**config.mk**
```make
export PLATFORM = sky130hd
export DESIGN_NAME = panel_scan_controller
export DESIGN_NICKNAME = d
export VERILOG_FILES = /design/src/rtl/panel_scan_controller.sv
export SDC_FILE = /design/constraint.sdc
export NUM_CORES = 1
export LEC_CHECK = 0
export ABC_AREA = 1
export CAP_MARGIN = 20
export CORE_MARGIN = 2
export CORE_UTILIZATION = 25
export CTS_CLUSTER_SIZE = 8
export DETAILED_ROUTE_END_ITERATION = 8
export PLACE_DENSITY = 0.47
export SLEW_MARGIN = 10
export SYNTH_ARGS = -nofsm -noshare
export SYNTH_HDL_FRONTEND = slang
export SYNTH_SLANG_ARGS = --single-unit
export TNS_END_PERCENT = 1
```
**constraint.sdc**
```tcl
create_clock -name clk -period 2.2 [get_ports clk]
set_input_delay 0.44 -clock clk [delete_from_list [all_inputs] [get_ports clk]]
set_output_delay 0.44 -clock clk [all_outputs]
set_load 0.01 [all_outputs]
```
**src/rtl/panel_scan_controller.sv**
```systemverilog
// Scan sequencer for the three-colour panel driver: per frame it loads brightness once,
// then for every row and PWM step it loads, shifts and latches one row of LED values.
module panel_scan_controller #(
   parameter int NUM_ROWS     = 16,
   parameter int PWM_STEPS    = 256,
   parameter int BITS_PER_ROW = 16,
   parameter int SHIFT_DIV    = 2,
   localparam int ROW_W       = (NUM_ROWS > 1) ? $clog2(NUM_ROWS) : 1
) (
   input  logic             clk,
   input  logic             reset,
   input  logic             enable,
   input  logic [7:0]       brightness_in,
   input  logic             brightness_update,
   output logic             shift,
   output logic             load_led_vals,
   output logic             load_brightness,
   output logic [7:0]       brightness,
   output logic [ROW_W-1:0] read_port_row_addr,
   output logic [7:0]       pwm_step,
   output logic             latch,
   output logic             blank,
   output logic [ROW_W-1:0] row_select,
   output logic             frame_done,
   output logic             busy
);

   localparam int DIV_W = $clog2(SHIFT_DIV);
   localparam int BIT_W = (BITS_PER_ROW > 1) ? $clog2(BITS_PER_ROW) : 1;

   localparam logic [2:0] S_IDLE   = 3'd0;
   localparam logic [2:0] S_BRIGHT = 3'd1;
   localparam logic [2:0] S_SETUP  = 3'd2;
   localparam logic [2:0] S_LOAD   = 3'd3;
   localparam logic [2:0] S_SHIFT  = 3'd4;
   localparam logic [2:0] S_LATCH  = 3'd5;

   localparam logic [ROW_W-1:0] LAST_ROW  = ROW_W'(NUM_ROWS - 1);
   localparam logic [7:0]       LAST_STEP = 8'(PWM_STEPS - 1);
   localparam logic [DIV_W-1:0] LAST_DIV  = DIV_W'(SHIFT_DIV - 1);
   localparam logic [BIT_W-1:0] LAST_BIT  = BIT_W'(BITS_PER_ROW - 1);

   logic [2:0]       state;
   logic [ROW_W-1:0] row;
   logic [7:0]       step;
   logic [DIV_W-1:0] div_cnt;
   logic [BIT_W-1:0] bit_cnt;
   logic [7:0]       pending;
   // Set once a row has been latched in the current frame; outputs stay lit until the next latch.
   logic             lit;

   assign shift              = (state == S_SHIFT) && (div_cnt == '0);
   assign load_led_vals      = (state == S_LOAD);
   assign load_brightness    = (state == S_BRIGHT);
   assign latch              = (state == S_LATCH);
   assign blank              = ~lit | latch;
   assign busy               = (state != S_IDLE);
   assign frame_done         = latch && (row == LAST_ROW) && (step == LAST_STEP);
   assign read_port_row_addr = row;
   assign pwm_step           = step;

   always_ff @(posedge clk) begin
      if (reset) begin
         state      <= S_IDLE;
         row        <= '0;
         step       <= '0;
         div_cnt    <= '0;
         bit_cnt    <= '0;
         pending    <= '0;
         brightness <= '0;
         row_select <= '0;
         lit        <= 1'b0;
      end else begin
         if (brightness_update) pending <= brightness_in;
         case (state)
            S_IDLE: begin
               if (enable) begin
                  state      <= S_BRIGHT;
                  brightness <= pending;
               end
            end
            S_BRIGHT: state <= S_SETUP;
            S_SETUP:  state <= S_LOAD;
            S_LOAD: begin
               state   <= S_SHIFT;
               div_cnt <= '0;
               bit_cnt <= '0;
            end
            S_SHIFT: begin
               if (div_cnt == LAST_DIV) begin
                  div_cnt <= '0;
                  if (bit_cnt == LAST_BIT) state <= S_LATCH;
                  else bit_cnt <= bit_cnt + 1'b1;
               end else begin
                  div_cnt <= div_cnt + 1'b1;
               end
            end
            S_LATCH: begin
               row_select <= row;
               if (step != LAST_STEP) begin
                  step  <= step + 1'b1;
                  state <= S_SETUP;
                  lit   <= 1'b1;
               end else begin
                  step <= '0;
                  if (row != LAST_ROW) begin
                     row   <= row + 1'b1;
                     state <= S_SETUP;
                     lit   <= 1'b1;
                  end else begin
                     // End of frame: enable is only honoured here and in IDLE.
                     row <= '0;
                     lit <= 1'b0;
                     if (enable) begin
                        state      <= S_BRIGHT;
                        brightness <= pending;
                     end else begin
                        state <= S_IDLE;
                     end
                  end
               end
            end
            default: state <= S_IDLE;
         endcase
      end
   end

endmodule
```
==> out/metrics.yaml <==
timing:
  finalHoldViolCount: 0
  clock_skew_ns: 0.005179
  setup_viol: 0
  fin_crit_sh: 0.9548
  slew_viol_final: 0
  fmax_mhz: 476.1
  setup_tns_ns: 0
  max_slew_margin: 0.6884
  worst_slack_ns: 0.09952
  tightestPinTransition_ns: 0.4663
  period_needed_ns: 2.100
  grt_setup_unrepaired: "false"
logic_synthesis:
  syn_nets: 267
  avgSynthCellArea_um2: 7.279
  yosysUniqueCellTypes: 26
  synthTopCellsByArea: "dfxtp_1, nand2_1, a21oi_1, inv_1, nor2_1"
  yosysSeqAreaShare: 0.4475
  netlist_area_um2: 1834
  yosysWarnings: 0
  synth.top_cell.area_share: 0.4475
  netlist_instances: 252
  synth_seq_cells: 41
  yosys.area.top_type: "dfxtp_1"
clock_tree:
  ctsHoldBuffers: 0
  clk_path_buf_depth: 2
  clk_pin_slew_worst_paths_ns: 0.08
  clock_latency_ns: 0.29
  cts_root_buffer: "clkbuf_8"
  clock_sinks: 41
  cts_tree: "built"
  cts_max_level: 2
  cts_made_buffers: 5
drt:
  routed_wl_um: 4480
  dr_total_vias: 1712
  vias_per_cell: 4.269
  first_pass_iters: 4
  wire_per_inst_um: 11.17
  drc: 0
  ant_nets: 0
  drt_iter0_drc: 61
setup_path:
  r2r_start: "state[1]$_SDFFE_PP0P_"
  critical_path_required_ns: 1.76
  crit_arrival_ns: 1.66
  path_max_fanout: 5
  crit_start: "state[0]$_SDFFE_PP0P_"
  crit_chain: "nor2_2, nand2_1, nor2_2, clkdlybuf4s50_1"
  critPathBufInv: 1
  worst_setup_path_start_kind: "register"
  max_stage_delay_ns: 0.55
  crit_family: "buffers and inverters"
  path_class: "reg -> out"
  path_common_cell: "nor2_2"
  cp-end-kind: "primary output"
  slowest_stage: "clkdlybuf4s50_1"
global_route:
  grt_max_degree: 27
  grt.total_usage: 0.1208
  grt_overflow: 0
  grt_pass1_vias: 1663
  grt_pass1_wl_um: 7590
  antenna_found_initial: 0
power_and_ir_drop:
  pwr-share-seq: 0.446
  combPwrFrac: 0.160
  switchingPower_uw: 454.2
  cellInternalPower_uw: 1383
  max-vdd-ir-drop_uv: 309.1
  p_leak_uw: 0.0009978
  clkPwrFrac: 0.393
  power.share.switching: 0.2472
  p_per_area_nw_per_um2: 726.7
place:
  dp_hpwl_um: 3177
  gp_congestion: 0.7590
  dpl_worst_slack_ns: 0.1956
  port_buffers: 42
final_layout:
  drive_above_1_share: 0.1026
  syn2layout_area_growth_pct: 37.86
  most-common-layout-cells: "nand2_1, clkdlybuf4s50_1, dfxtp_1"
  layout.nets: 316
  diodes: 0
  layout_commonest_cell: "nand2_1"
floorplanning:
  fp.dieW_um: 89.66
  dieHeight_um: 89.66
  die_area_um2: 8038
  initial_core_util: 0.2556
  pin_count: 43
  rows: 31
  coreArea_um2: 7176
outcome:
  outcome: "finished clean"
hold_path:
  hp-class: "reg -> reg"
  hold_start: "pending[7]$_SDFFE_PP0P_"
job:
  cap_viol_max_count: 0
-- metal layers --
| metal | share of wire | GRT usage |
|---|---|---|
| met5 | 0 | 0 |
| met1 | 0.47 | 0.1531 |
| met2 | 0.47 | 0.1945 |
| met4 | 0.012 | 0.04071 |
| met3 | 0.049 | 0.03839 |
-- cell families (layout without fill, tap and decap cells) --
kind of cell,after synthesis,count (layout),synth area share
flip-flops,41,41,0.4475
XOR/XNOR,3,3,0.01433
AO/OA/AOI/OAI,52,52,0.1535
adder cells (fa/ha/maj),3,3,0.02047
buffers and inverters,42,92,0.09481
AND/OR/NAND/NOR,111,111,0.2694
-- state kept, by name, indices dropped and copies added (netlist names), 3 cells and up --
| name | count |
|---|---|
| read_port_row_addr | 4 |
| brightness | 8 |
| row_select | 4 |
| pending | 8 |
| pwm_step | 8 |
| state | 3 |
| bit_cnt | 4 |
-- worst paths after layout --
| kind | slack, ns | cells past startpoint | end |
|---|---|---|---|
| max reg2reg | 0.56 | 9 | brightness[5]$_SDFFE_PP0P_ |
| min reg2reg | 0.46 | 2 | pending[7]$_SDFFE_PP0P_ |
| max | 0.1 | 4 | shift |
| min | 0.46 | 2 | pending[7]$_SDFFE_PP0P_ |
-- repair_timing --
action | 4_1_cts | 5_1_grt
pin swaps | 1 | 0
resized for setup | 2 | 4
endpoints found under the setup margin | 2 | 3
buffers inserted | 1 | 0
-- cell type report --
| class | instances | area (µm²) |
|---|---|---|
| fill | 777 | 4647 |
| multi-input combinational | 169 | 842.1 |
| tap | 99 | 123.9 |
| clock inverter | 3 | 65.06 |
| sequential | 41 | 823.3 |
| timing repair buffer | 49 | 474.2 |
| inverter | 35 | 131.4 |
| clock buffer | 5 | 68.82 |
-- cells in the mapped netlist --
library cell,number
dfxtp_1,41
nand2_1,41
inv_1,33
nor2_1,33
a21oi_1,28
nand3_1,22
o21ai_0,20
nand2_2,4
clkbuf_1,3
ha_1,3
nor2_2,3
buf_6,2
inv_2,2
nand4_1,2
nor3_1,2
nor3b_1,2
xor2_1,2
a21boi_1,1
a21boi_4,1
a21oi_2,1
a31oi_1,1
buf_1,1
buf_2,1
nand3_4,1
nand3b_1,1
xnor2_1,1
-- worst reg2reg max path: cells and delay by family, from the launching register on --
family / cells / cell delay (ns)
buf+inv: 4 / 0.51
flops: 1 / 0.43
simple gates: 5 / 0.60
-- power groups by stage --
stage | logic, µW | registers [µW] | clock network, µW
final | 295 | 820 | 723
after global routing | 333 | 826 | 781
after CTS | 299 | 819 | 750
after detailed placement | 297 | 835 | 0
after global placement | 296 | 833 | 0
after floorplan | 168 | 842 | 0
-- metrics by stage --
step,std cells,area (µm²),power [µW],hold slack (ns),util
3_3_place_gp,392,2381,1130,0.4388,0.3318
4_1_cts,401,2524,1867,0.4582,0.3517
2_1_floorplan,252,1834,1010,0.4297,-
5_1_grt,401,2529,1940,0.4830,0.3524
6_report,401,2529,1838,0.4577,0.3524
3_5_place_dp,392,2381,1132,0.4457,0.3318
Power figures use the tool's default switching activity.
